### config.mk
export PLATFORM = sky130hd
export DESIGN_NAME = reg_file_mem_flat
export DESIGN_NICKNAME = d
export VERILOG_FILES = /design/src/rtl/reg_file_pkg.sv /design/src/rtl/reg_file_mem_if.sv /design/src/rtl/reg_word.sv /design/src/rtl/reg_file_mem.sv /design/src/flat_wrapper.sv
export SDC_FILE = /design/constraint.sdc
export NUM_CORES = 1
export LEC_CHECK = 0
export BUFFER_PORTS_ARGS = -buffer_cell sky130_fd_sc_hd__buf_2
export CORE_MARGIN = 2
export CORE_UTILIZATION = 45
export CTS_CLUSTER_SIZE = 20
export DETAILED_ROUTE_END_ITERATION = 7
export PLACE_DENSITY = 0.73
export RECOVER_POWER = 25
export SYNTH_ARGS = -nofsm -noshare
export SYNTH_HDL_FRONTEND = slang
export SYNTH_HIERARCHICAL = 1
export SYNTH_SLANG_ARGS = --single-unit
### constraint.sdc
create_clock -name clk -period 1.7 [get_ports clk]
set_input_delay 0.34 -clock clk [delete_from_list [all_inputs] [get_ports clk]]
set_output_delay 0.34 -clock clk [all_outputs]
set_load 0.01 [all_outputs]
### src/rtl/reg_file_pkg.sv
// ---------------------------------------------------------------------------
// reg_file_pkg
//
// Shared definitions for the reg_file_mem register-file memory:
//   - DEF_WIDTH / DEF_DEPTH : default word width and word count
//   - state_t               : clear sequencer states (IDLE, CLEAR)
//   - clog2_min1()          : address width helper, never returns less than 1
//
// No ports (package).
// ---------------------------------------------------------------------------
package reg_file_pkg;

  localparam int DEF_WIDTH = 8;
  localparam int DEF_DEPTH = 16;

  // Clear sequencer state. IDLE accepts accesses, CLEAR walks the array
  // writing zeros and blocks all accesses.
  typedef enum logic {
    IDLE  = 1'b0,
    CLEAR = 1'b1
  } state_t;

  // $clog2(2) is 1, but $clog2(1) is 0; clamp so an address bus always
  // has at least one bit and never collapses to a zero-width vector.
  function automatic int clog2_min1(input int n);
    int w;
    w = $clog2(n);
    if (w < 1) begin
      w = 1;
    end
    return w;
  endfunction

endpackage

### src/rtl/reg_file_mem_if.sv
// ---------------------------------------------------------------------------
// reg_file_mem_if
//
// Access bus of the reg_file_mem register file.
//
// Parameters:
//   WIDTH : data bits per word
//   DEPTH : number of words (address width derived from it)
//
// Signals:
//   en        master->slave  chip enable; no access while 0
//   wr_bar    master->slave  active-low write strobe
//   rd_bar    master->slave  active-low read strobe
//   addr      master->slave  word address for read and write
//   din       master->slave  write data
//   clr_req   master->slave  one-cycle request to zero every word
//   dout      slave->master  registered read data
//   rd_valid  slave->master  one-cycle pulse, dout carries new read data
//   busy      slave->master  clear sequence in progress
//   dbg_state slave->master  current clear sequencer state (observation)
//
// Transfer semantics: a request is taken when en=1, busy=0 and clr_req=0
// at a rising edge; there is no back-pressure, so a master that samples
// busy=0 knows its strobes are consumed in that cycle. A read taken at edge
// N answers with rd_valid=1 and its data on dout between edges N and N+1;
// rd_valid is a pure pulse and never waits for the master.
//
// Modports:
//   master : the block issuing accesses
//   slave  : the register file itself
// ---------------------------------------------------------------------------
interface reg_file_mem_if
  import reg_file_pkg::*;
#(
  parameter int WIDTH = DEF_WIDTH,
  parameter int DEPTH = DEF_DEPTH
);

  localparam int AW = clog2_min1(DEPTH);

  logic             en;
  logic             wr_bar;
  logic             rd_bar;
  logic [AW-1:0]    addr;
  logic [WIDTH-1:0] din;
  logic             clr_req;
  logic [WIDTH-1:0] dout;
  logic             rd_valid;
  logic             busy;
  state_t           dbg_state;

  modport master (
    output en,
    output wr_bar,
    output rd_bar,
    output addr,
    output din,
    output clr_req,
    input  dout,
    input  rd_valid,
    input  busy,
    input  dbg_state
  );

  modport slave (
    input  en,
    input  wr_bar,
    input  rd_bar,
    input  addr,
    input  din,
    input  clr_req,
    output dout,
    output rd_valid,
    output busy,
    output dbg_state
  );

endinterface

### src/rtl/reg_word.sv
// ---------------------------------------------------------------------------
// reg_word
//
// One WIDTH-bit row of the register file. Synchronous write, synchronous
// clear, deliberately no reset: array contents survive a reset and are only
// defined once written or cleared.
//
// Ports:
//   clk : rising-edge clock
//   we  : write enable, q <= d at the edge
//   d   : write data
//   clr : synchronous clear, q <= 0 at the edge (wins over we)
//   q   : stored word
// ---------------------------------------------------------------------------
module reg_word #(
  parameter int WIDTH = 8
) (
  input  logic             clk,
  input  logic             we,
  input  logic [WIDTH-1:0] d,
  input  logic             clr,
  output logic [WIDTH-1:0] q
);

  always_ff @(posedge clk) begin
    if (clr) begin
      q <= '0;
    end else if (we) begin
      q <= d;
    end
  end

endmodule

### src/rtl/reg_file_mem.sv
// ---------------------------------------------------------------------------
// reg_file_mem
//
// DEPTH x WIDTH register-file memory with active-low strobes, chip enable,
// registered read with a one-cycle valid pulse, write-first forwarding when
// a read and a write hit the same address in one cycle, and a hardware
// bulk-clear sequencer that zeroes every word, one per cycle, while busy=1.
//
// Parameters:
//   WIDTH : data bits per word (>= 1)
//   DEPTH : number of words (>= 2, any value, not only powers of 2)
//   Address width is derived internally as clog2_min1(DEPTH).
//
// Ports:
//   clk   : rising-edge clock
//   rst_n : synchronous active-low reset (output stage and sequencer only;
//           the storage array keeps its contents)
//   bus   : reg_file_mem_if.slave access bus (en, wr_bar, rd_bar, addr,
//           din, clr_req in; dout, rd_valid, busy, dbg_state out)
//
// Configuration macro:
//   REG_FILE_TRISTATE_OUT_EN : when defined, dout is driven only while
//   rd_valid=1 and floats ('z) otherwise, so several instances can share
//   one read bus. When undefined, dout always holds the last read value.
// ---------------------------------------------------------------------------
module reg_file_mem
  import reg_file_pkg::*;
#(
  parameter int WIDTH = DEF_WIDTH,
  parameter int DEPTH = DEF_DEPTH
) (
  input  logic           clk,
  input  logic           rst_n,
  reg_file_mem_if.slave  bus
);

  localparam int AW = clog2_min1(DEPTH);

  // DEPTH expressed one bit wider than the address so the range check is
  // exact even when DEPTH is a power of two.
  localparam logic [AW:0]   DEPTH_W = (AW + 1)'(DEPTH);
  localparam logic [AW-1:0] LAST    = AW'(DEPTH - 1);

  // ------------------------------------------------------------------------
  // Declarations
  // ------------------------------------------------------------------------
  state_t           state_q;
  state_t           state_d;
  logic [AW-1:0]    cnt_q;
  logic [AW-1:0]    cnt_d;

  logic             acc_ok;
  logic             in_range;
  logic             wr_go;
  logic             rd_go;

  logic [WIDTH-1:0] row_q [DEPTH];
  logic [DEPTH-1:0] row_we;
  logic [DEPTH-1:0] row_clr;

  logic [WIDTH-1:0] rd_word;
  logic [WIDTH-1:0] rd_next;

  logic [WIDTH-1:0] dout_q;
  logic             rd_valid_q;

  // ------------------------------------------------------------------------
  // Access qualification
  // ------------------------------------------------------------------------
  // A clear request in IDLE takes the cycle; any access alongside it is
  // dropped. In CLEAR every strobe is ignored.
  assign acc_ok   = bus.en & (state_q == IDLE) & ~bus.clr_req;
  assign in_range = ({1'b0, bus.addr} < DEPTH_W);

  // Array writes are gated with rst_n so that a reset edge never modifies
  // storage: an aborted clear leaves unreached words untouched.
  assign wr_go = rst_n & acc_ok & ~bus.wr_bar & in_range;
  assign rd_go = acc_ok & ~bus.rd_bar;

  // ------------------------------------------------------------------------
  // Clear sequencer: state register
  // ------------------------------------------------------------------------
  always_ff @(posedge clk) begin
    if (!rst_n) begin
      state_q <= IDLE;
      cnt_q   <= '0;
    end else begin
      state_q <= state_d;
      cnt_q   <= cnt_d;
    end
  end

  // ------------------------------------------------------------------------
  // Clear sequencer: next state
  // ------------------------------------------------------------------------
  // clr_req at edge N enters CLEAR; edges N+1..N+DEPTH clear words
  // 0..DEPTH-1, and the edge that clears the last word returns to IDLE.
  always_comb begin
    state_d = state_q;
    cnt_d   = cnt_q;
    unique case (state_q)
      IDLE: begin
        if (bus.clr_req) begin
          state_d = CLEAR;
          cnt_d   = '0;
        end
      end
      CLEAR: begin
        if (cnt_q == LAST) begin
          state_d = IDLE;
          cnt_d   = '0;
        end else begin
          cnt_d = cnt_q + AW'(1);
        end
      end
      default: begin
        state_d = IDLE;
        cnt_d   = '0;
      end
    endcase
  end

  // ------------------------------------------------------------------------
  // Storage rows
  // ------------------------------------------------------------------------
  for (genvar i = 0; i < DEPTH; i++) begin : g_row
    assign row_we[i]  = wr_go & (bus.addr == AW'(i));
    assign row_clr[i] = rst_n & (state_q == CLEAR) & (cnt_q == AW'(i));

    reg_word #(
      .WIDTH (WIDTH)
    ) u_word (
      .clk (clk),
      .we  (row_we[i]),
      .d   (bus.din),
      .clr (row_clr[i]),
      .q   (row_q[i])
    );
  end

  // ------------------------------------------------------------------------
  // Read path
  // ------------------------------------------------------------------------
  // Decoding against every row index leaves rd_word at 0 for addresses at
  // or beyond DEPTH, which is exactly the out-of-range read result.
  always_comb begin
    rd_word = '0;
    for (int i = 0; i < DEPTH; i++) begin
      if (bus.addr == AW'(i)) begin
        rd_word = row_q[i];
      end
    end
  end

  // Write-first: a same-cycle write to the read address returns the new
  // data. wr_go already excludes out-of-range writes, so a dropped write
  // is never forwarded.
  assign rd_next = wr_go ? bus.din : rd_word;

  // ------------------------------------------------------------------------
  // Registered output stage
  // ------------------------------------------------------------------------
  always_ff @(posedge clk) begin
    if (!rst_n) begin
      dout_q     <= '0;
      rd_valid_q <= 1'b0;
    end else begin
      rd_valid_q <= rd_go;
      if (rd_go) begin
        dout_q <= rd_next;
      end
    end
  end

  // ------------------------------------------------------------------------
  // Outputs
  // ------------------------------------------------------------------------
`ifdef REG_FILE_TRISTATE_OUT_EN
  assign bus.dout = rd_valid_q ? dout_q : {WIDTH{1'bz}};
`else
  assign bus.dout = dout_q;
`endif

  assign bus.rd_valid  = rd_valid_q;
  assign bus.busy      = (state_q == CLEAR);
  assign bus.dbg_state = state_q;

endmodule

### src/flat_wrapper.sv
// flat-port wrapper written by rule: the top's interface ports become plain ports
module reg_file_mem_flat import reg_file_pkg::*;
#(
  parameter int WIDTH = DEF_WIDTH,
  parameter int DEPTH = DEF_DEPTH
)
  (clk, rst_n, bus_en, bus_wr_bar, bus_rd_bar, bus_addr, bus_din, bus_clr_req, bus_dout, bus_rd_valid, bus_busy, bus_dbg_state);
  reg_file_mem_if #(.WIDTH(WIDTH), .DEPTH(DEPTH)) bus_i ();
  input  logic clk;
  input  logic rst_n;
  input wire logic [$bits(bus_i.en)-1:0] bus_en;
  input wire logic [$bits(bus_i.wr_bar)-1:0] bus_wr_bar;
  input wire logic [$bits(bus_i.rd_bar)-1:0] bus_rd_bar;
  input wire logic [$bits(bus_i.addr)-1:0] bus_addr;
  input wire logic [$bits(bus_i.din)-1:0] bus_din;
  input wire logic [$bits(bus_i.clr_req)-1:0] bus_clr_req;
  output wire logic [$bits(bus_i.dout)-1:0] bus_dout;
  output wire logic [$bits(bus_i.rd_valid)-1:0] bus_rd_valid;
  output wire logic [$bits(bus_i.busy)-1:0] bus_busy;
  output wire logic [$bits(bus_i.dbg_state)-1:0] bus_dbg_state;
  assign bus_i.en = bus_en;
  assign bus_i.wr_bar = bus_wr_bar;
  assign bus_i.rd_bar = bus_rd_bar;
  assign bus_i.addr = bus_addr;
  assign bus_i.din = bus_din;
  assign bus_i.clr_req = bus_clr_req;
  assign bus_dout = bus_i.dout;
  assign bus_rd_valid = bus_i.rd_valid;
  assign bus_busy = bus_i.busy;
  assign bus_dbg_state = bus_i.dbg_state;
  reg_file_mem #(.WIDTH(WIDTH), .DEPTH(DEPTH)) u_core (.clk(clk), .rst_n(rst_n), .bus(bus_i));
endmodule
* Word-level counts from Yosys, hierarchy flattened
Cells that the tools add are included.
Operators by class: add/subtract/negate cells 1, eq/ne operators 31, mux-type cells 23, bitwise operators 42, reduce and logical (&&, ||, !) cells 2
Operator list (number):
- $mux 8 | 17
- $eq 4x4->1 const B | 16
- $and 1x1->1 | 38
- $eq 4x3->1 const B | 8
- $eq 4x2->1 const B | 4
- $eq 4x1->1 const B | 2
- $logic_not 4->1 | 2
- $mux 4 | 2
- $pmux 4 s2 | 1
- $add 4x1->4 const B | 1
- $not 1->1 | 4
- $mux 1 | 2
- $ne 2x2->1 const B | 1
- $pmux 1 s2 | 1
Storage, ports and cells: flip-flop bits (word level) 142, input bits 18, output and inout bits 11, word-level logic and storage cells 119

* Depth between registers and ports, before layout
Gate-level depths: netlist of the first run.
depth in word-level cells 18, depth in mapped cells 8, depth with buffers taken out 6

* Hierarchy
Netlist of the first run, hierarchy kept.
Modules (own cells, without submodules):
- reg_word | times used 16, cells an instance 26, area an instance 285.3 um^2, sequential area each 160.2 um^2
- reg_file_mem | times used 1, cells an instance 331, area an instance 2351.0 um^2, sequential area each 280.3 um^2

* Worst setup path before layout of the first run
OpenSTA, ideal clock, no wires.
kind register -> register, from reg u_core.state_q, in the netlist u_core/bus.busy, to reg u_core.g_row[0].u_word.q[0], library setup time 0.124 ns, arrival time 1.700 ns, required time 1.576 ns, setup slack -0.125 ns, cell stages (with the launch flop) 8, path buffers 2, clock period less this slack 1.825 ns, path through dfxtp_1 > nor3b_2 > nand2_1 > buf_2 > nor4_1 > buf_6 > mux2i_1 > nor2_1
Between the ends: word-level cells in the longest chain between the ends 6, elaborated cells between the ends (all ways) 8, those cells by class bitwise (8)
RTL lines:
- start: declaration | line reg_file_mem.sv:47 | state_t state_q;
- start signal: assignment | line reg_file_mem.sv:88 | state_q <= state_d;
- $not 1->1
- $and 1x1->1 (2 in series) | line reg_file_mem.sv:72 | assign acc_ok = bus.en & (state_q == IDLE) & ~bus.clr_req;
- $and 1x1->1 (2 in series) | line reg_file_mem.sv:77 | assign wr_go = rst_n & acc_ok & ~bus.wr_bar & in_range;
- $and 1x1->1 | line reg_file_mem.sv:127 | assign row_we[i] = wr_go & (bus.addr == AW'(i));
- named net u_core.row_we[0] | line reg_file_mem.sv:58 | logic [DEPTH-1:0] row_we;
- end signal: assignment | line reg_word.sv:27 | q <= '0;
- end signal: assignment | line reg_word.sv:29 | q <= d;
- end: declaration | line reg_word.sv:22 | output logic [WIDTH-1:0] q
The timed path passes the listed nets, and every way through them passes these cells. A chain may end at the register's enable or synchronous reset.

* Final worst setup path of the first run
from reg u_core.state_q, in the netlist u_core/bus.busy, to reg u_core.g_row[2].u_word.q[4]
Between the ends: word-level cells in the longest chain between the ends 6, elaborated cells between the ends (all ways) 8, those cells by class bitwise (8)
RTL lines (line):
- $not 1->1
- $and 1x1->1 (2 in series) | reg_file_mem.sv:72
- $and 1x1->1 (2 in series) | reg_file_mem.sv:77
- $and 1x1->1 | reg_file_mem.sv:127
- named net u_core.row_we[2] | reg_file_mem.sv:58
- end signal: assignment | reg_word.sv:27
- end signal: assignment | reg_word.sv:29
- end: declaration | reg_word.sv:22
The timed path passes the listed nets, and every way through them passes these cells.

==> results of run 1 <==
-- power by group through the flow --
| stage | clock network [W] | logic, W | registers (W) |
|---|---|---|---|
| after detailed placement | 0 | 0.000844 | 0.00372 |
| after global routing | 0.00414 | 0.00100 | 0.00367 |
| after CTS | 0.00399 | 0.000869 | 0.00365 |
| after global placement | 0 | 0.000825 | 0.00371 |
| final | 0.00396 | 0.000935 | 0.00366 |
| after floorplan | 0 | 0.000481 | 0.00368 |
-- metrics by stage --
step	setup TNS [ns]	util, %	cells	cell area [um^2]	setup WS, ns
after floorplan	0	-	747	6950	0.0000757
after global placement	-27.89	51.4	1009	7760	-0.522
after detailed placement	-30.64	51.4	1009	7760	-0.468
after CTS	-0.0554	56.6	1044	8530	-0.0298
after global routing	-6.33	58.4	1048	8820	-0.127
final	-0.557	58.4	1048	8820	-0.0481
-- cell families (layout without fill, tap and decap cells) --
logic type	count (synthesis)	in the layout	share of synthesized area, %
fa+ha+maj	4	4	0.724
mux	153	153	23.9
compound gates	113	113	10.6
simple gates	257	257	16.7
flops	142	142	41.1
buf+inv	78	191	6.91
-- tightest hold or removal path: cells and delay by family --
kind | cells | cell delay [ns]
buf+inv | 1 | 0.16
mux | 1 | 0.09
simple gates | 1 | 0.08
-- flip-flops by register name (all words and copies together), names as in the netlist --
register	flops
u_core/g_row.u_word/q	128
u_core/bus.dout	8
u_core/cnt_q	4
u_core/bus.busy	1
u_core/bus.rd_valid	1
-- per-layer routing --
metal / up-vias / GRT usage [%] / wire (um)
met5: - / 0 / 0
met4: 0 / 10.2 / 580
met3: 43 / 5.30 / 1460
met2: 251 / 41.6 / 9860
met1: 2954 / 36.3 / 9650
li1: 2821 / - / -
-- placed cells by master (no fill, tap or decap), types with 6 or more instances in the layout --
master     synthesis  final
mux4_2             9      9
nor3_1            18     11
a21oi_1           38     36
o21ai_0           16     12
mux2i_1          136    132
nor3_4             0      7
buf_4              3     92
nand2b_1           8      8
inv_1             12     11
mux2_2             7      7
buf_2             12     22
a221oi_1           7      6
nor2_4             0      6
nor2b_1            9      8
nand2_1           16     15
dfxtp_1          142    141
or3_1              8      8
clkbuf_16          0     18
o21ai_1            4      7
nor2_1           168    162
nand3_1            9      8
buf_6             19     17
clkbuf_1          10      8
-- what timing repair did --
action                                 in CTS  in global routing
setup buffers                               3                  3
hold buffers                                0                  0
cloned                                      0                  1
gates resized for setup                    29                 56
endpoints found under the hold margin       0                  0
pin swaps                                   4                 11
setup endpoints to repair                  81                133
-- layout make-up --
cell class / count / area, um^2
clock buffer: 22 / 464
clock inverter: 10 / 161
fill: 1291 / 6270
inverter: 15 / 56.3
multi-input combinational: 527 / 3900
sequential: 142 / 2840
tap: 188 / 235
timing repair buffer: 144 / 1160
-- worst max-delay path by stage --
stage | from | end | slack (ns) | cells past startpoint
2_1_floorplan | bus_addr[2] | u_core/g_row[0].u_word/q[0]$_SDFFE_PP0P_ | 0.00008 | 7
3_3_place_gp | bus_addr[0] | u_core/bus.dout[0]$_SDFFE_PN0P_ | -0.52 | 8
3_5_place_dp | bus_addr[0] | u_core/bus.dout[3]$_SDFFE_PN0P_ | -0.47 | 8
4_1_cts | u_core/bus.busy$_SDFF_PN0_ | u_core/g_row[4].u_word/q[1]$_SDFFE_PP0P_ | -0.03 | 6
5_1_grt | u_core/bus.busy$_SDFF_PN0_ | u_core/g_row[0].u_word/q[3]$_SDFFE_PP0P_ | -0.13 | 8
6_report | u_core/bus.busy$_SDFF_PN0_ | u_core/g_row[2].u_word/q[4]$_SDFFE_PP0P_ | -0.05 | 8
==> results_dict.tcl, run 1 <==
set metrics [dict create \
    synth_top_flop_cell "dfxtp_1" \
    hold_viol 0 \
    drtPass1Iterations 5 \
    p_comb_share_pct 10.9 \
    fin_crit_sh_pct 103 \
    grt_start_max_net_pins 31 \
    crit_slowest_cell "dfxtp_2" \
    cp.required_ns 2.02 \
    coreArea_um2 15100 \
    max_stage_delay_ns 0.33 \
    cts_tree "built" \
    final_nets 869 \
    netlist.area_leader.share_pct 41.1 \
    timing.critical_path.buf_inv 3 \
    arrival_ns 2.07 \
    htreeDepth 4 \
    r2r_end "u_core/g_row[2].u_word/q[4]$_SDFFE_PP0P_" \
    grt_pass1_vias 5837 \
    wirelength_um 21500 \
    fin_skew_ns 0.00707 \
    netlist_area_um2 6920 \
    cts_buffers 17 \
    via_per_inst 5.79 \
    whs_ns 0.286 \
    gr-total-overflow 0 \
    die_h_um 128 \
    p_switching_w 0.00209 \
    path_clk_slew_ns 0.06 \
    drtIter0Drc 635 \
    async_flop_share_pct 0 \
    startpoint_type "register" \
    hold_class "primary input to register" \
    pwr-share-seq_pct 42.8 \
    gp_congestion 0.974 \
    ys_seq_area_share_pct 41.1 \
    ff2ff_setup_slack_ns -0.05 \
    fmax_mhz 572 \
    worst_pin_slew_ns 0.470 \
    globalRouteTotalUtil_pct 26.6 \
    synth_edf_count 0 \
    slew_headroom_pct 68.6 \
    synthTopCellsByArea "dfxtp_1, mux2i_1, nor2_1, buf_6, mux4_2" \
    synth_commonest_cells "nor2_1, dfxtp_1, mux2i_1" \
    num_antenna_cells 0 \
    crit_family "simple AND/OR/NAND/NOR gates" \
    start_util_pct 45.8 \
    synth_seq_cells 142 \
    path_class "register to register" \
    synth_area_leader_cell "dfxtp_1" \
    synth_cell_types 56 \
    synth_warnings 6 \
    wl_per_cell_um 20.6 \
    route.detailed.drc 0 \
    fp-row-count 45 \
    drv_slew 0 \
    intPower_w 0.00646 \
    min_period_ns 1.75 \
    rr_startpoint "u_core/bus.busy$_SDFF_PN0_" \
    clockRootBuffer "clkbuf_16" \
    hold_path_startpoint "bus_din[3]" \
    p_clk_share_pct 46.3 \
    port_buffers 28 \
    syn-instance-count 747 \
    status "finished with violations" \
    cp_max_fo 8 \
    leakagePower_nw 3.47 \
    power_w 0.00855 \
    io_pins 29 \
    synthesis.nets 769 \
    setup_viol 23 \
    min_to "u_core/g_row[8].u_word/q[3]$_SDFFE_PP0P_" \
    reg2reg_depth 8 \
    clock_sinks 142 \
    syn_area_per_cell_um2 9.26 \
    die_w_um 128 \
    dieArea_um2 16400 \
    violations "setup timing" \
    antenna_found_initial 0 \
    hold_depth 3 \
    grt_pass1_wl_um 32900 \
    clock_path_buffers 2 \
    vdd_ir_drop_max_mv 0.550 \
    setup_slack_ns -0.0481 \
    p_per_area_nw_per_um2 970 \
    switching_share_pct 24.5 \
    cp_cell_sequence "nor3b_4 > buf_4 > nand2_4 > buf_12 > nor4_4 > buf_6 > mux2i_1 > nor2_1" \
    hpwlAfterDp_um 15000 \
    detail-route-antenna-nets 0 \
    vias 6069 \
    yosysMostFrequentCell "nor2_1" \
    critPathCaptureType "register" \
    clk-insertion-delay-late_ns 0.43 \
    rsz0062_at_grt "yes" \
    drive_above_1_share_pct 26.9 \
    drv_cap 0 \
    syn_to_final_growth_pct 27.5 \
]
(Power assumes the default switching activity.)
==> inputs of run 2 (changes only) <==
--- a/config.mk
+++ b/config.mk
@@ -8,9 +8,10 @@
 export BUFFER_PORTS_ARGS = -buffer_cell sky130_fd_sc_hd__buf_2
 export CORE_MARGIN = 2
 export CORE_UTILIZATION = 45
+export CTS_BUF_LIST = sky130_fd_sc_hd__clkbuf_8
 export CTS_CLUSTER_SIZE = 20
 export DETAILED_ROUTE_END_ITERATION = 7
-export PLACE_DENSITY = 0.73
+export PLACE_DENSITY = 0.65
 export RECOVER_POWER = 25
 export SYNTH_ARGS = -nofsm -noshare
 export SYNTH_HDL_FRONTEND = slang
==> constraint.sdc (replaced) <==
create_clock -name clk -period 1.7 [get_ports clk]
set_input_delay 0.255 -clock clk [delete_from_list [all_inputs] [get_ports clk]]
set_output_delay 0.255 -clock clk [all_outputs]
set_load 0.01 [all_outputs]
==> results_dict.tcl, run 2 (synthesis gave the netlist of run 1 again) <==
set metrics [dict create \
    cts_buffers 17 \
    top_layer "met4" \
    fill_cells 1283 \
    slew_headroom_pct 69.4 \
    layoutNonFillerInstCount 1051 \
    start_util_pct 45.8 \
    arrival_ns 2.06 \
    pwr-share-seq_pct 48.6 \
    regArea_um2 2840 \
    timing.critical_path.buf_inv 4 \
    wl_met2_um 9900 \
    vdd_ir_drop_max_mv 0.468 \
    io_pins 29 \
    globalRouteTotalUtil_pct 27.6 \
    rsz0062_at_grt "yes" \
    multi_input_area_um2 3850 \
    setup_viol 0 \
    leakagePower_nw 3.34 \
    fmax_mhz 590 \
    p_clk_share_pct 39.4 \
    p_comb_share_pct 12.1 \
    max_stage_delay_ns 0.34 \
    hold_class "primary input to register" \
    route.detailed.drc 0 \
    path_clk_slew_ns 0.09 \
    setup-tns-final_ns 0 \
    coreArea_um2 15100 \
    clock_path_buffers 2 \
    drive_above_1_share_pct 26.0 \
    clk-insertion-delay-late_ns 0.47 \
    worst_pin_slew_ns 0.454 \
    wl_met1_um 9470 \
    cp.required_ns 2.06 \
    cp_cell_sequence "nor3b_4 > buf_6 > buf_4 > buf_4 > nand2b_4 > nand2_1 > o21ai_1 > buf_4 > a221o_1" \
    cp_max_fo 5 \
    intPower_w 0.00551 \
    switching_share_pct 26.9 \
    largest_reg_flops 128 \
    grt_start_max_net_pins 21 \
    gp_congestion 0.977 \
    cts_tree "built" \
    layout_commonest_cell "nor2_1" \
    path_common_cell "buf_4" \
    drtPass1Iterations 5 \
    port_buffers 28 \
    critPathCaptureType "register" \
    status "finished, final reports clean" \
    fin_skew_ns 0.0140 \
    wl_met3_um 1540 \
    grt_pass1_vias 6078 \
    drtIter0Drc 617 \
    hpwlAfterDp_um 15700 \
    wirelength_um 21800 \
    num_antenna_cells 0 \
    startpoint_type "register" \
    clockRootBuffer "clkbuf_8" \
    antenna_found_initial 0 \
    dp.cells 1010 \
    crit_family "buffers and inverters" \
    fp-row-count 45 \
    grt_pass1_wl_um 34000 \
    hold_viol 0 \
    ff2ff_setup_slack_ns 0.005 \
    drv_slew 0 \
    top_register "u_core/g_row.u_word/q" \
    detail-route-antenna-nets 0 \
    p_per_area_nw_per_um2 880 \
    dieArea_um2 16400 \
    htreeDepth 4 \
    die_w_um 128 \
    fin_crit_sh_pct 99.7 \
    mostFrequentLayoutCells "nor2_1, dfxtp_1, mux2i_1, buf_4, a21oi_1" \
    clock_sinks 142 \
    gr-total-overflow 0 \
    syn_to_final_growth_pct 23.7 \
    drv_cap 0 \
    final_nets 872 \
    die_h_um 128 \
    p_switching_w 0.00203 \
    vias 6154 \
    wl_per_cell_um 20.7 \
    cts-hold-fix-buffers 0 \
    via_per_inst 5.86 \
    path_class "register to register" \
    min_period_ns 1.70 \
    crit_slowest_cell "dfxtp_2" \
]
==> run 2: cell types whose count changed in the layout (fill, tap and decap cells not counted), moves of 3 or more <==
cell	delta
o21ai_0	+3
nor3_4	-4
buf_2	-4
o21ai_1	-3
buf_6	-8
buf_4	+8
clkbuf_16	-18
clkbuf_8	+15
nor3_2	+4
==> run 2: layout make-up <==
cell class,instances,share of cell area (%)
clock buffers,17,2.74
clock inverters,15,2.30
inverters,15,0.658
multi-input cells,527,45.1
flip-flops and latches,142,33.2
well taps,188,2.75
repair buffers,147,13.3
==> run 2: through the flow <==
stage               setup WS [ns]  utilization [%]  hold slack [ns]  power (W)  instance area, um^2
global route              -0.0639             56.7            0.213    0.00778                 8550
floorplan                  0.0291                -            0.402    0.00416                 6940
CTS                       -0.0652             55.3            0.174    0.00751                 8340
detailed placement         -0.400             51.4            0.474    0.00456                 7750
global placement           -0.363             51.4            0.464    0.00453                 7750
finish                    0.00477             56.7            0.209    0.00753                 8550
==> run 2: layer usage <==
metal / vias to the layer above / track usage (%)
met1: 2971 / 35.8
met5: - / 0
met4: 0 / 12.9
met2: 282 / 44.0
li1: 2828 / -
met3: 73 / 5.97
==> run 2: path summary, 6_finish.rpt <==
kind / from / end / depth (start not counted)
max: u_core/bus.busy$_SDFF_PN0_ / u_core/bus.dout[7]$_SDFFE_PN0P_ / 9
min: bus_din[1] / u_core/g_row[6].u_word/q[1]$_SDFFE_PP0P_ / 3
max reg2reg: u_core/bus.busy$_SDFF_PN0_ / u_core/bus.dout[7]$_SDFFE_PN0P_ / 9
min reg2reg: u_core/g_row[0].u_word/q[1]$_SDFFE_PP0P_ / u_core/g_row[0].u_word/q[1]$_SDFFE_PP0P_ / 2
==> run 2: worst min-delay path, stage by stage <==
cell and delay, ns:
buf_2 0.18, mux2i_1 0.15, nor2_1 0.05
==> run 2: timing repair <==
item	in CTS	in global routing
gates cloned	1	0
gates resized for setup	24	37
pin swaps	4	11
buffers inserted	2	6
endpoints found under the setup margin	70	97
==> run 2: power by group through the flow <==
stage          combinational [W]  sequential (W)  clock [W]
2_1_floorplan           0.000481         0.00368          0
3_3_place_gp            0.000813         0.00372          0
3_5_place_dp            0.000835         0.00373          0
4_1_cts                 0.000865         0.00365    0.00300
5_1_grt                 0.000983         0.00367    0.00312
6_report                0.000908         0.00366    0.00297
==> inputs of run 3 (changes only) <==
--- a/config.mk
+++ b/config.mk
@@ -7,11 +7,11 @@
 export LEC_CHECK = 0
 export BUFFER_PORTS_ARGS = -buffer_cell sky130_fd_sc_hd__buf_2
 export CORE_MARGIN = 2
-export CORE_UTILIZATION = 45
+export CORE_UTILIZATION = 50
 export CTS_BUF_LIST = sky130_fd_sc_hd__clkbuf_8
 export CTS_CLUSTER_SIZE = 20
 export DETAILED_ROUTE_END_ITERATION = 7
-export PLACE_DENSITY = 0.65
+export PLACE_DENSITY = 0.7
 export RECOVER_POWER = 25
 export SYNTH_ARGS = -nofsm -noshare
 export SYNTH_HDL_FRONTEND = slang
==> results_dict.tcl, run 3 (synthesis gave the netlist of run 1 again) <==
set metrics [dict create \
    setup_viol 0 \
    p_clk_share_pct 40.3 \
    crit_family "simple AND/OR/NAND/NOR gates" \
    drv_cap 0 \
    p_per_area_nw_per_um2 921 \
    placed_area_um2 7760 \
    fill_cells 1153 \
    syn_to_final_growth_pct 20.0 \
    cp_cell_sequence "nor3b_4 > nand2_2 > buf_12 > nor3_1 > buf_4 > mux2i_1 > nor2_1" \
    htreeDepth 4 \
    hold_viol 0 \
    layoutNonFillerInstCount 1033 \
    rsz0062_at_grt "yes" \
    status "finished, final reports clean" \
    detail-route-antenna-nets 0 \
    fin_skew_ns 0.0109 \
    globalRouteTotalUtil_pct 30.9 \
    start_util_pct 51.6 \
    arrival_ns 2.04 \
    die_w_um 122 \
    timing.critical_path.buf_inv 2 \
    port_buffers 28 \
    p_comb_share_pct 11.7 \
    pre_cts_ws_ns -0.242 \
    via_per_inst 5.96 \
    switching_share_pct 27.0 \
    wirelength_um 22100 \
    antenna_found_initial 0 \
    gr-total-overflow 0 \
    critPathCaptureType "register" \
    die_h_um 122 \
    largest_reg_flops 128 \
    hpwlAfterDp_um 16100 \
    rr_startpoint "u_core/bus.busy$_SDFF_PN0_" \
    fmax_mhz 593 \
    p_switching_w 0.00207 \
    gp_congestion 1.03 \
    intPower_w 0.00557 \
    slew_headroom_pct 72.7 \
    top_register "u_core/g_row.u_word/q" \
    clock_sinks 142 \
    vias 6160 \
    drv_slew 0 \
    grt_pass1_wl_um 33800 \
    finish.utilization_pct 61.9 \
    mostFrequentLayoutCells "nor2_1, dfxtp_1, mux2i_1, buf_4, a21oi_1" \
    cts_buffers 17 \
    drtPass1Iterations 5 \
    fp-row-count 42 \
    cts_tree "built" \
    clk-insertion-delay-late_ns 0.47 \
    cts-hold-fix-buffers 0 \
    worst_pin_slew_ns 0.400 \
    hold_path_startpoint "bus_din[6]" \
    io_pins 29 \
    hold_class "primary input to register" \
    dieArea_um2 14800 \
    coreArea_um2 13400 \
    wl_per_cell_um 21.3 \
    max_stage_delay_ns 0.36 \
    setup_slack_ns 0.0146 \
    startpoint_type "register" \
    fin_crit_sh_pct 99.1 \
    path_class "register to register" \
    drtIter0Drc 696 \
    grt_pass1_vias 6101 \
    leakagePower_nw 3.27 \
    clock_path_buffers 2 \
    vdd_ir_drop_max_mv 0.627 \
    cp_max_fo 12 \
    grt_start_max_net_pins 17 \
    dp.cells 999 \
    pwr-share-seq_pct 48.0 \
    final_nets 866 \
    num_antenna_cells 0 \
    crit_slowest_cell "dfxtp_4" \
    design_area_um2 8300 \
    cp.required_ns 2.06 \
    route.detailed.drc 0 \
    startpoint "u_core/bus.busy$_SDFF_PN0_" \
    clockRootBuffer "clkbuf_8" \
    min_period_ns 1.69 \
    path_clk_slew_ns 0.09 \
    layout_commonest_cell "nor2_1" \
    drive_above_1_share_pct 23.2 \
]
run 3: changes by cell type in the layout (fill, tap and decap cells not counted), sizes merged:
| cell | change |
|---|---|
| inv | +5 |
| clkbuf | -3 |
| clkinv | -3 |
| clkinvlp | -3 |
| buf | -2 |
run 3: stage by stage:
step | hold WS [ns] | total power, W | TNS (ns)
after detailed placement | 0.479 | 0.00459 | -12.19
final | 0.195 | 0.00764 | 0
after CTS | 0.166 | 0.00765 | 0
after global placement | 0.465 | 0.00456 | -10.86
after floorplan | 0.402 | 0.00416 | 0
after global routing | 0.173 | 0.00791 | -0.258
run 3: worst paths after layout:
path,to,slack [ns],cells past startpoint
max,u_core/g_row[15].u_word/q[2]$_SDFFE_PP0P_,0.01,7
min,u_core/g_row[12].u_word/q[6]$_SDFFE_PP0P_,0.20,3
max reg2reg,u_core/g_row[15].u_word/q[2]$_SDFFE_PP0P_,0.01,7
min reg2reg,u_core/g_row[12].u_word/q[5]$_SDFFE_PP0P_,0.50,2
run 3: cell type report:
type / instances / area (um^2) / share of cell area, %
clock buffers: 18 / 248 / 2.99
clock inverters: 14 / 205 / 2.47
inverters: 15 / 56.3 / 0.679
multi-input cells: 527 / 3680 / 44.4
flip-flops and latches: 142 / 2850 / 34.3
well taps: 176 / 220 / 2.65
repair buffers: 141 / 1040 / 12.5
run 3: worst min-delay path, cell delays in order:
cell and delay (ns):
buf_2 0.17, mux2i_1 0.15, nor2_1 0.05
run 3: power groups by stage:
stage	Combinational [W]	Clock (W)	Sequential, W
3_3_place_gp	0.000829	0	0.00373
6_report	0.000892	0.00308	0.00367
4_1_cts	0.000861	0.00312	0.00366
5_1_grt	0.000956	0.00327	0.00368
2_1_floorplan	0.000481	0	0.00368
3_5_place_dp	0.000854	0	0.00373
run 3: timing repair:
item | in CTS | in global routing
setup endpoints to repair | 1 | 72
buffers inserted | 0 | 2
hold endpoints to repair | 0 | 0
gates resized for setup | 1 | 18
pin swaps | 0 | 6
run 3: routing by layer:
metal	up-vias	global-route usage, %	wire length [um]
met5	-	0	0
met4	0	13.1	884
met3	64	8.29	1670
met2	288	49.1	10100
met1	2978	39.9	9430
li1	2830	-	-
